$ cat src/rtl/move_sequencer_if.sv
// Host-side move stream into the move sequencer: 4-bit face-turn code with a
// valid/ready handshake. The host drives as master, the sequencer acts as slave.
interface move_sequencer_if;
  logic [3:0] move_in;
  logic       move_in_valid;
  logic       move_in_ready;

  modport master (
    output move_in,
    output move_in_valid,
    input  move_in_ready
  );

  modport slave (
    input  move_in,
    input  move_in_valid,
    output move_in_ready
  );
endinterface

$ cat src/rtl/move_sequencer.sv
// Buffers face-turn codes and issues them one at a time to the stepper executor
// over the move_start / move_done handshake. Optional MOVE_SEQ_CANCEL_EN folds a
// move followed by its inverse out of the queue.
module move_sequencer #(
  parameter int DEPTH         = 64,
  parameter int ADDR_W        = 6,
  parameter int START_TIMEOUT = 16,
  parameter int ISSUE_GAP     = 4
) (
  input  logic               clock,
  input  logic               reset_n,
  move_sequencer_if.slave    host,
  input  logic               run,
  input  logic               flush,
  input  logic               move_done,
  output logic [3:0]         next_move,
  output logic               move_start,
  output logic               busy,
  output logic [ADDR_W:0]    queue_count,
  output logic [15:0]        moves_completed,
  output logic               seq_done,
  output logic               timeout_err
);

  localparam int CW = ADDR_W + 1;

  typedef enum logic [2:0] {
    IDLE,
    ISSUE,
    WAIT_LOW,
    WAIT_HIGH,
    GAP
  } state_t;

  logic [3:0]        r_mem [DEPTH];
  logic [ADDR_W-1:0] r_wr_ptr;
  logic [ADDR_W-1:0] r_rd_ptr;
  logic [CW-1:0]     r_count;

  state_t            r_state;
  logic [3:0]        r_next_move;
  logic              r_move_start;
  logic              r_seq_done;
  logic              r_timeout_err;
  logic [15:0]       r_moves_completed;
  logic [15:0]       r_tmo_cnt;
  logic [15:0]       r_gap_cnt;

  logic              w_ready;
  logic              w_push;
  logic              w_pop;
  logic              w_cancel;
  logic              w_inc;
  logic [3:0]        w_head;
  logic              w_head_ok;
  state_t            w_after_move;
  logic              w_skip_gap;

  // Full is the MSB of the count because DEPTH == 2**ADDR_W.
  assign w_ready   = !r_count[ADDR_W] && !flush;
  assign w_push    = host.move_in_valid && w_ready;
  assign w_head    = r_mem[r_rd_ptr];
  assign w_head_ok = (w_head >= 4'd2) && (w_head <= 4'd13);
  assign w_pop     = (r_state == IDLE) && run && (r_count != '0) && move_done && !flush;

`ifdef MOVE_SEQ_CANCEL_EN
  logic [3:0] w_tail;
  assign w_tail   = r_mem[r_wr_ptr - ADDR_W'(1)];
  // A lone entry that is leaving as the head this cycle cannot be cancelled.
  assign w_cancel = w_push && (r_count != '0) && (host.move_in == (w_tail ^ 4'd1)) &&
                    !(w_pop && (r_count == CW'(1)));
`else
  assign w_cancel = 1'b0;
`endif

  assign w_inc = w_push && !w_cancel;

  always_ff @(posedge clock) begin
    if (w_inc) begin
      r_mem[r_wr_ptr] <= host.move_in;
    end
  end

  always_ff @(posedge clock or negedge reset_n) begin
    if (!reset_n) begin
      r_wr_ptr <= '0;
      r_rd_ptr <= '0;
      r_count  <= '0;
    end else if (flush) begin
      r_wr_ptr <= '0;
      r_rd_ptr <= '0;
      r_count  <= '0;
    end else begin
      if (w_cancel) begin
        r_wr_ptr <= r_wr_ptr - ADDR_W'(1);
      end else if (w_inc) begin
        r_wr_ptr <= r_wr_ptr + ADDR_W'(1);
      end
      if (w_pop) begin
        r_rd_ptr <= r_rd_ptr + ADDR_W'(1);
      end
      r_count <= r_count + CW'(w_inc) - CW'(w_cancel) - CW'(w_pop);
    end
  end

  // With no gap configured the FSM returns straight to IDLE after a move.
  assign w_skip_gap   = (ISSUE_GAP == 0);
  assign w_after_move = w_skip_gap ? IDLE : GAP;

  always_ff @(posedge clock or negedge reset_n) begin
    if (!reset_n) begin
      r_state           <= IDLE;
      r_next_move       <= '0;
      r_move_start      <= 1'b0;
      r_seq_done        <= 1'b0;
      r_timeout_err     <= 1'b0;
      r_moves_completed <= '0;
      r_tmo_cnt         <= '0;
      r_gap_cnt         <= '0;
    end else begin
      r_move_start <= 1'b0;
      r_seq_done   <= 1'b0;
      case (r_state)
        IDLE: begin
          if (w_pop && w_head_ok) begin
            r_next_move  <= w_head;
            r_move_start <= 1'b1;
            r_state      <= ISSUE;
          end
        end
        ISSUE: begin
          r_tmo_cnt <= '0;
          r_state   <= WAIT_LOW;
        end
        WAIT_LOW: begin
          if (!move_done) begin
            r_state <= WAIT_HIGH;
          end else if (r_tmo_cnt == 16'(START_TIMEOUT - 1)) begin
            r_timeout_err     <= 1'b1;
            r_moves_completed <= r_moves_completed + 16'd1;
            r_gap_cnt         <= '0;
            r_seq_done        <= w_skip_gap && (r_count == '0);
            r_state           <= w_after_move;
          end else begin
            r_tmo_cnt <= r_tmo_cnt + 16'd1;
          end
        end
        WAIT_HIGH: begin
          if (move_done) begin
            r_moves_completed <= r_moves_completed + 16'd1;
            r_gap_cnt         <= '0;
            r_seq_done        <= w_skip_gap && (r_count == '0);
            r_state           <= w_after_move;
          end
        end
        GAP: begin
          if (r_gap_cnt == 16'(ISSUE_GAP - 1)) begin
            r_seq_done <= (r_count == '0);
            r_state    <= IDLE;
          end else begin
            r_gap_cnt <= r_gap_cnt + 16'd1;
          end
        end
        default: r_state <= IDLE;
      endcase
    end
  end

  assign host.move_in_ready = w_ready;
  assign next_move          = r_next_move;
  assign move_start         = r_move_start;
  assign busy               = (r_state != IDLE);
  assign queue_count        = r_count;
  assign moves_completed    = r_moves_completed;
  assign seq_done           = r_seq_done;
  assign timeout_err        = r_timeout_err;

endmodule

$ cat src/flat_wrapper.sv
// flat-port wrapper written by rule: the top's interface ports become plain ports
module move_sequencer_flat 
#(
  parameter int DEPTH         = 64,
  parameter int ADDR_W        = 6,
  parameter int START_TIMEOUT = 16,
  parameter int ISSUE_GAP     = 4
)
  (clock, reset_n, run, flush, move_done, next_move, move_start, busy, queue_count, moves_completed, seq_done, timeout_err, host_move_in, host_move_in_valid, host_move_in_ready);
  move_sequencer_if host_i ();
  input  logic clock;
  input  logic reset_n;
  input  logic run;
  input  logic flush;
  input  logic move_done;
  output logic [3:0] next_move;
  output logic move_start;
  output logic busy;
  output logic [ADDR_W:0] queue_count;
  output logic [15:0] moves_completed;
  output logic seq_done;
  output logic timeout_err;
  input wire logic [$bits(host_i.move_in)-1:0] host_move_in;
  input wire logic [$bits(host_i.move_in_valid)-1:0] host_move_in_valid;
  output wire logic [$bits(host_i.move_in_ready)-1:0] host_move_in_ready;
  assign host_i.move_in = host_move_in;
  assign host_i.move_in_valid = host_move_in_valid;
  assign host_move_in_ready = host_i.move_in_ready;
  move_sequencer #(.DEPTH(DEPTH), .ADDR_W(ADDR_W), .START_TIMEOUT(START_TIMEOUT), .ISSUE_GAP(ISSUE_GAP)) u_core (.clock(clock), .reset_n(reset_n), .host(host_i), .run(run), .flush(flush), .move_done(move_done), .next_move(next_move), .move_start(move_start), .busy(busy), .queue_count(queue_count), .moves_completed(moves_completed), .seq_done(seq_done), .timeout_err(timeout_err));
endmodule
$ cat config.mk
export PLATFORM = sky130hd
export DESIGN_NAME = move_sequencer_flat
export DESIGN_NICKNAME = d
export VERILOG_FILES = /design/src/rtl/move_sequencer_if.sv /design/src/rtl/move_sequencer.sv /design/src/flat_wrapper.sv
export SDC_FILE = /design/constraint.sdc
export NUM_CORES = 1
export LEC_CHECK = 0
export ABC_AREA = 1
export CAP_MARGIN = 20
export CORE_MARGIN = 3
export CORE_UTILIZATION = 56
export DETAILED_ROUTE_END_ITERATION = 12
export GPL_ROUTABILITY_DRIVEN = 0
export HOLD_SLACK_MARGIN = 0.05
export PLACE_DENSITY = 0.86
export SLEW_MARGIN = 10
export SYNTH_ARGS = -nofsm -noshare
export SYNTH_HDL_FRONTEND = slang
export SYNTH_SLANG_ARGS = --single-unit
$ cat constraint.sdc
create_clock -name clock -period 3.1 [get_ports clock]
set_input_delay 0.62 -clock clock [delete_from_list [all_inputs] [get_ports clock]]
set_output_delay 0.62 -clock clock [all_outputs]
set_load 0.01 [all_outputs]
Word level (Yosys, flattened, before mapping)
Memory sizes are Yosys's and may differ from the RTL's.
Cells that the tools add are included.
{ "word_totals": {"ff_bits": 77, "mem_bits_rw": 256, "in_bits": 10, "out_inout_bits": 32, "word_cells": 89, "memories": 1} }
{ "mem_list": {"columns": ["memory", "words", "width", "read_ports", "rd_ports_with_merged_regs", "wr", "line", "rtl"], "rows": [
  ["u_core.r_mem", 64, 4, 1, 0, 1, "move_sequencer.sv:35", "logic [3:0] r_mem [DEPTH];"]
]} }
{ "op_classes": {"n_addsub": 7, "order_cmp": 2, "eq_ne": 14, "muxes": 29, "n_reduce_logical": 25} }
{ "ops": {"columns": ["cell", "n"], "rows": [
  ["$mux W16", 9],
  ["$pmux W16 S2", 2],
  ["$add A16 B1 Y16 const B", 3],
  ["$pmux W16 S3", 1],
  ["$mux W6", 4],
  ["$eq A16 B2 Y1 const B", 1],
  ["$eq A16 B4 Y1 const B", 1],
  ["$mux W3", 5],
  ["$pmux W3 S5", 1],
  ["$add A6 B1 Y6 const B", 2],
  ["$ne A2 B2 Y1 const B", 5],
  ["$logic_and A1 B1 Y1", 8],
  ["$reduce_and A4 Y1", 2],
  ["$reduce_bool A2 Y1", 4],
  ["$add A7 B1 Y7", 1],
  ["$logic_not A7 Y1", 1],
  ["$mux W7", 1],
  ["$reduce_bool A7 Y1", 1],
  ["$sub A7 B1 Y7", 1],
  ["$eq A3 B2 Y1 const B", 2],
  ["$mux W1", 6],
  ["$reduce_and A3 Y1", 2],
  ["$reduce_bool A3 Y1", 2],
  ["$reduce_and A5 Y1", 1],
  ["other kinds (9)", 11]
]} }

Longest topological paths before layout
Gate-level depths: netlist of the first run.
{ "depth": {"ltp_word": 8, "mapped_depth": 19, "depth_no_buf": 19} }

Worst setup path after synthesis of the first run
OpenSTA, ideal clock, no wires.
{ "synth_timing": {"kind": "reg2reg", "start": "register u_core.r_count[2], in the netlist u_core.queue_count[2]", "end": "register u_core.r_count[6], in the netlist u_core.queue_count[6]", "setup_ps": 77, "t_arrival_ps": 2998, "t_required_ps": 3023, "setup_slack_ps": 24, "stages_incl_launch_ff": 20, "n_path_buf": 0, "synth_period_minus_slack_ps": 3076, "cell_sequence": "dfrtp_1 inv_1 ha_1 nand3_1 nand4_1 nor2_1 inv_1 nor2_1 ha_1 inv_1 ha_1 inv_1 fa_1 o31ai_1 inv_1 nor2_1 nor2_1 o21bai_1 o21ai_0 a21oi_1"} }
{ "synth_via": {"elab_chain_len": 6, "word_cells_on_any_way": 7, "cone_classes": "2 x add/sub; 1 x mux; 4 x reduce/logical"} }
{ "synth_lines": {"columns": ["item", "line", "rtl"], "rows": [
  ["from (decl)", "move_sequencer.sv:38", "logic [CW-1:0] r_count;"],
  ["from (signal assigned)", "move_sequencer.sv:102", "r_count <= r_count + CW'(w_inc) - CW'(w_cancel) - CW'(w_pop);"],
  ["branches (longest 4 deep; another with $add A7 B1 Y7)", null, null],
  ["$sub A7 B1 Y7 *", "move_sequencer.sv:102", null],
  ["$mux W7 *", "move_sequencer.sv:89", "end else if (flush) begin"]
]} }
Mark *: on every way between the ends.
A chain may end at the register's enable or synchronous reset.

Worst setup path in the final report of the first run
{ "layout_timing": {"start": "register u_core.r_count[3], in the netlist u_core.queue_count[3]", "end": "register u_core.r_count[6], in the netlist u_core.queue_count[6]"} }
The elaborated chain is that of the path after synthesis.

==> results.toml, run 1 <==
[final_layout]
area_growth_pct = 15.9
layout_commonest_cell = "nand2_1"
fillers = 1657
fin_util_pct = 67.2
most-common-layout-cells = "nand2_1 (436), edfxtp_1 (256), nand3_1 (144), nor2_1 (118), dfrtp_1 (76)"
drive_gt1_share_pct = 10.7
fin_nets = 1554
antenna_cells = 0

[routing]
drc = 0
antenna_left = 0
totalWireLength_um = 37300
dr.first_iter.drc_count = 1336
wl_per_cell_um = 19.8
drtPass1Iterations = 6
viasPerCell = 6.08
num_vias = 11500

[yosys]
syn_nets = 1463
synth_cell_types = 46
postSynthAreaPerCell_um2 = 10.3
ys_ff_latch = 333
syn_area_um2 = 14900
yosysWarnings = 0
syn_inst = 1438
synth_seq_area_share_pct = 64.7

[pwr]
p_sw_uw = 3700
seqPwrFrac_pct = 42.5
p_per_area_nw_per_um2 = 723
leakage_uw = 0.00660
switching_share_pct = 29.7
power.total_uw = 12500
combPwrFrac_pct = 23.1
peakVddDrop_mv = 0.785
p_int_uw = 8760
pwr-share-clk_pct = 34.4

[place]
numPortBuffers = 41
dp_hpwl_um = 21800

[timing]
min_period_over_period_pct = 102
skew_ps = 14.6
fmax_ghz = 0.315
setup_viol = 1
min_period_ps = 3170
hold_ws_ps = 167
finalHoldViolations = 0
max_slew.worst_pin.slew_ps = 746
rsz0062_at_grt = "true"
setup_ws_ps = -74.5
slew_headroom_pct = 50.3
slew_viol_final = 0

[setup_path]
crit_type = "reg2reg"
crit_fanout = 2
startpoint = "u_core.queue_count[3]"
reg2reg_from = "u_core.queue_count[3]"
critPathTopFamily = "adder cells"
max_stage_delay_ps = 420
path_cells = "inv_2, ha_4, nand3_4, nand4_1, nor2_2, inv_2, nor2_4, ha_4, inv_4, ha_4, inv_2, fa_2, o31ai_4, inv_1, nor2_2, nor2_1, o21bai_1, o21ai_1, a21oi_1"
worstSetupStartpointType = "flop"
ff2ff_path_depth = 19
end_kind = "flop"
cp.depth = 19
cp_num_buf_inv = 5
slowest_stage = "fa_2"
cp.arrival_ps = 3610
critPathRequiredTime_ps = 3530

[floorplan]
initial_core_util_pct = 58.0
num_rows = 58
die_area_um2 = 28500
ios = 42
die-height_um = 169
die_x_um = 169
core_area_um2 = 25600

[outcome]
run_status = "finished with violations"
violations = "negative setup slack"

[global_route]
grt_pass1_wl_um = 58000
grt_pass1_vias = 11400
grt_overflow = 0
antenna_found_initial = 0
track_usage_pct = 25.6
grt_max_degree = 130

[clocking]
cts_root_buf = "clkbuf_16"
cts_buffers = 35
clk_latency_ps = 510
clock-sinks = 333
h-tree-depth = 2
clockBufferDepth = 3
cts_hold_buf = 0
clk_pin_slew_worst_paths_ps = 60
cts_tree = "built"

[hold_path]
hp-class = "in2async"

[flow_run]
cap_viol_max_count = 0
power by group through the flow:
stage | clock network (uW) | logic [uW] | registers [uW]
3_3_place_gp | 0 | 2350 | 5340
6_report | 4290 | 2880 | 5290
5_1_grt | 4490 | 3140 | 5310
3_5_place_dp | 0 | 2460 | 5350
2_1_floorplan | 0 | 1460 | 5370
4_1_cts | 4310 | 2640 | 5270
final timing paths:
check                                        end  slack [ps]
max                        u_core.queue_count[6]         -70
min                         u_core.r_tmo_cnt[11]         170
max reg2reg                u_core.queue_count[6]         -70
min reg2reg                   u_core.timeout_err         480
max in group asynchronous   u_core.r_gap_cnt[12]        2260
min in group clock            u_core.timeout_err         480
flip-flops by register name, summed over array words and instances (netlist names):
register and count:
u_core.r_wr_ptr 6, u_core.r_mem 256, u_core.r_gap_cnt 16, u_core.seq_done 1
u_core.next_move 4, u_core.r_state 3, u_core.r_tmo_cnt 16, u_core.timeout_err 1
u_core.move_start 1, u_core.moves_completed 16, u_core.queue_count 7, u_core.r_rd_ptr 6
area by class of cell:
| class | count | area, um^2 | area share (%) |
|---|---|---|---|
| clock inverter | 20 | 226 | 1.32 |
| multi-input combinational | 969 | 4740 | 27.5 |
| sequential | 333 | 9620 | 55.8 |
| clock buffer | 42 | 955 | 5.54 |
| inverter | 81 | 308 | 1.79 |
| timing repair buffer | 109 | 961 | 5.58 |
| tap | 330 | 413 | 2.40 |
Yosys cell counts (all sizes together):
cell	n	area share (%)
nand2	439	11
nand3b	1	0.051
nand4	16	0.67
nor4	15	0.67
nor3	34	1.3
inv	79	2.0
xor2	26	1.5
edfxtp	256	52
dfrtp	77	13
o31ai	6	0.30
ha	14	1.2
o22ai	17	0.72
o21ai	47	1.6
mux2i	4	0.27
nor2	127	3.6
a211oi	1	0.051
clkbuf	7	0.19
nor3b	2	0.10
clkinv	2	0.051
o2111ai	4	0.24
a31oi	1	0.042
nand3	148	5.1
fa	1	0.13
buf	48	1.8
o2bb2ai	1	0.059
a32oi	1	0.059
o21bai	2	0.10
xnor2	10	0.59
a21oi	51	1.7
a31o	1	0.059
metrics by stage:
| step | TNS [ps] | setup WS [ps] | cells | area [um^2] |
|---|---|---|---|---|
| after floorplan | 0 | 24.4 | 1438 | 14900 |
| after global placement | -588 | -408 | 1810 | 15900 |
| after detailed placement | -1160 | -628 | 1810 | 15900 |
| after CTS | 0 | 8.95 | 1879 | 17100 |
| after global routing | -210 | -210 | 1884 | 17200 |
| final | -74.5 | -74.5 | 1884 | 17200 |
repair_timing:
item | 4_1_cts | 5_1_grt
gates resized for setup | 8 | 18
hold endpoints to repair | 0 | 0
pin swaps | 6 | 12
buffers inserted | 7 | 5
endpoints found under the setup margin | 2 | 2
kinds of logic after synthesis:
family                   after synthesis  share of synthesized area (%)
AND/OR/NAND/NOR                      782                           22.6
XOR/XNOR                              36                           2.12
multiplexers                           4                          0.269
adder cells (fa/ha/maj)               15                           1.31
buffers and inverters                136                           4.03
AO/OA/AOI/OAI                        132                           4.93
flip-flops                           333                           64.7
metal layers:
metal,GRT usage [%],up-vias,wire [um]
li1,-,5117,-
met3,5.89,148,4260
met1,33.1,5398,14000
met4,12.1,0,1710
met5,0,-,0
met2,41.2,794,17400
worst reg2reg max path, stage by stage, from the launching register on:
cell and delay (ps):
dfrtp_1 380, inv_2 70, ha_4 160, nand3_4 90
nand4_1 120, nor2_2 160, inv_2 90, nor2_4 140
ha_4 230, inv_4 60, ha_4 130, inv_2 40
fa_2 420, o31ai_4 260, inv_1 90, nor2_2 140
nor2_1 90, o21bai_1 170, o21ai_1 100, a21oi_1 160
Power figures use the tool's default switching activity.
==> inputs of run 2 (changes only) <==
--- a/config.mk
+++ b/config.mk
@@ -6,13 +6,16 @@
 export NUM_CORES = 1
 export LEC_CHECK = 0
 export ABC_AREA = 1
+export ABC_CLOCK_PERIOD_IN_PS = 3100
 export CAP_MARGIN = 20
+export CORE_ASPECT_RATIO = 0.6
 export CORE_MARGIN = 3
 export CORE_UTILIZATION = 56
 export DETAILED_ROUTE_END_ITERATION = 12
 export GPL_ROUTABILITY_DRIVEN = 0
 export HOLD_SLACK_MARGIN = 0.05
 export PLACE_DENSITY = 0.86
+export RECOVER_POWER = 100
 export SLEW_MARGIN = 10
 export SYNTH_ARGS = -nofsm -noshare
 export SYNTH_HDL_FRONTEND = slang
==> run 2 against run 1 <==
Effect of this change:
- the run ends with max-capacitance violations, max-slew violations, negative setup slack left
- non-clock buffer count down 2
- critical path depth unchanged
- setup slack worse by 71 ps
- final area down 1.7%
- first-iteration DRC count up 50%
==> results.toml, run 2 (synthesis gave the netlist of run 1 again) <==
[final_layout]
area_growth_pct = 13.9
ff_latch_area_um2 = 9620
finalInstanceArea_um2 = 16900
antenna_cells = 0
largest_reg_flops = 256
fin_util_pct = 65.9
fillers = 1879
drive_gt1_share_pct = 9.21
layout_commonest_cell = "nand2_1"
fin_nets = 1546
largest-register = "u_core.r_mem"
most-common-layout-cells = "nand2_1 (436), edfxtp_1 (256), nand3_1 (144), nor2_1 (118), dfrtp_1 (76)"
multi_input_area_um2 = 4730

[clocking]
cts_tree = "built"
clockBufferDepth = 3
cts_buffers = 29
clk_pin_slew_worst_paths_ps = 70
clock-sinks = 333
clk_latency_ps = 570
h-tree-depth = 1
cts_root_buf = "clkbuf_16"

[routing]
dr.first_iter.drc_count = 1998
wl_met1_um = 15800
totalWireLength_um = 39500
wl_per_cell_um = 20.9
num_vias = 11600
antenna_left = 0
viasPerCell = 6.13
wl_met2_um = 17000
drc = 0
wl_met3_um = 5380
highest_layer = "met4"
drtPass1Iterations = 8

[floorplan]
core_area_um2 = 25700
initial_core_util_pct = 57.9
die_area_um2 = 28600
die-height_um = 132
ios = 42
num_rows = 45
die_x_um = 216

[global_route]
grt_overflow = 0
grt_max_degree = 130
grt_pass1_vias = 10800
track_usage_pct = 26.6
antenna_found_initial = 0
grt_pass1_wl_um = 60000

[setup_path]
r2r-end = "u_core.queue_count[6]"
cp.arrival_ps = 3730
worstSetupStartpointType = "flop"
crit_type = "reg2reg"
r2r_slack_ps = -150
critPathTopFamily = "adder cells"
cp_num_buf_inv = 5
startpoint = "u_core.queue_count[4]"
cp.depth = 19
worst_path_most_repeated_cell = "ha_4"
slowest_stage = "fa_2"
max_stage_delay_ps = 400
critPathRequiredTime_ps = 3580
endpoint = "u_core.queue_count[6]"
ff2ff_path_depth = 19
path_cells = "inv_1, ha_4, nand3_4, nand4_1, nor2_4, inv_2, nor2_4, ha_4, inv_4, ha_4, inv_2, fa_2, o31ai_4, inv_1, nor2_2, nor2_1, o21bai_1, o21ai_1, a21oi_1"
end_kind = "flop"
crit_fanout = 2
reg2reg_from = "u_core.queue_count[4]"

[hold_path]
hp-class = "in2async"

[pwr]
p_sw_uw = 3650
switching_share_pct = 30.6
peakVddDrop_mv = 0.810
pwr-share-clk_pct = 31.4
p_per_area_nw_per_um2 = 703
leakage_uw = 0.00644
p_int_uw = 8260
combPwrFrac_pct = 24.2
seqPwrFrac_pct = 44.4

[timing]
finalHoldViolations = 0
setup_ws_ps = -145
slew_viol_final = 156
min_period_over_period_pct = 105
setup_viol = 1
slew_headroom_pct = -49.5
max_slew.worst_pin.slew_ps = 2240
rsz0062_at_grt = "true"
finalSetupTns_ps = -145
hold_ws_ps = 421
fmax_ghz = 0.308
min_period_ps = 3250
skew_ps = 14.6

[flow_run]
cap_viol_max_count = 3

[place]
place_area_um2 = 15800
dp_hpwl_um = 24300
numPortBuffers = 41

[outcome]
violations = "max-capacitance violations, max-slew violations, negative setup slack"
run_status = "finished with violations"
run 2: changes by cell type in the layout (fill, tap and decap cells not counted), sizes merged:
cell	change
buf	-15
clkbuf	+2
clkinv	-1
clkinvlp	-1
dlymetal6s4s	+1
inv	+1
run 2: cell type report:
class	count	area share, %
clock buffer	32	4.35
clock inverter	19	1.29
inverter	81	1.82
multi-input combinational	969	27.9
sequential	333	56.8
tap	352	2.60
timing repair buffer	107	5.20
run 2: worst min path at each step:
stage	start	to	depth (start not counted)
floorplan	reset_n	u_core.move_start	0
global placement	u_core.next_move[0]	u_core.next_move[0]	2
detailed placement	u_core.r_gap_cnt[2]	u_core.r_gap_cnt[2]	1
CTS	reset_n	u_core.r_tmo_cnt[5]	1
global route	u_core.r_gap_cnt[2]	u_core.r_gap_cnt[2]	1
finish	reset_n	u_core.r_tmo_cnt[1]	1
run 2: power by group through the flow:
stage                     Sequential [uW]  Combinational [uW]  Clock (uW)
after floorplan                      5370                1460           0
after global placement               5330                2360           0
after detailed placement             5350                2450           0
after CTS                            5260                2640        3740
after global routing                 5300                3140        3930
final                                5280                2890        3740
run 2: stage by stage:
step | cells | power, uW | worst slack (ps)
after floorplan | 1438 | 6830 | 24.4
after global placement | 1829 | 7690 | -522
after detailed placement | 1829 | 7800 | -746
after CTS | 1885 | 11600 | 7.95
after global routing | 1893 | 12400 | -281
final | 1893 | 11900 | -145
run 2: timing repair:
item                       4_1_cts  5_1_grt
setup endpoints to repair        3        2
gates resized for setup         10       16
setup buffers                    5        8
hold buffers                     0        0
pin swaps                        4       12
run 2: routing by layer:
layer,vias up,global-route usage (%)
met1,5536,40.9
li1,5099,-
met5,-,0
met3,136,6.75
met4,0,5.90
met2,838,38.6
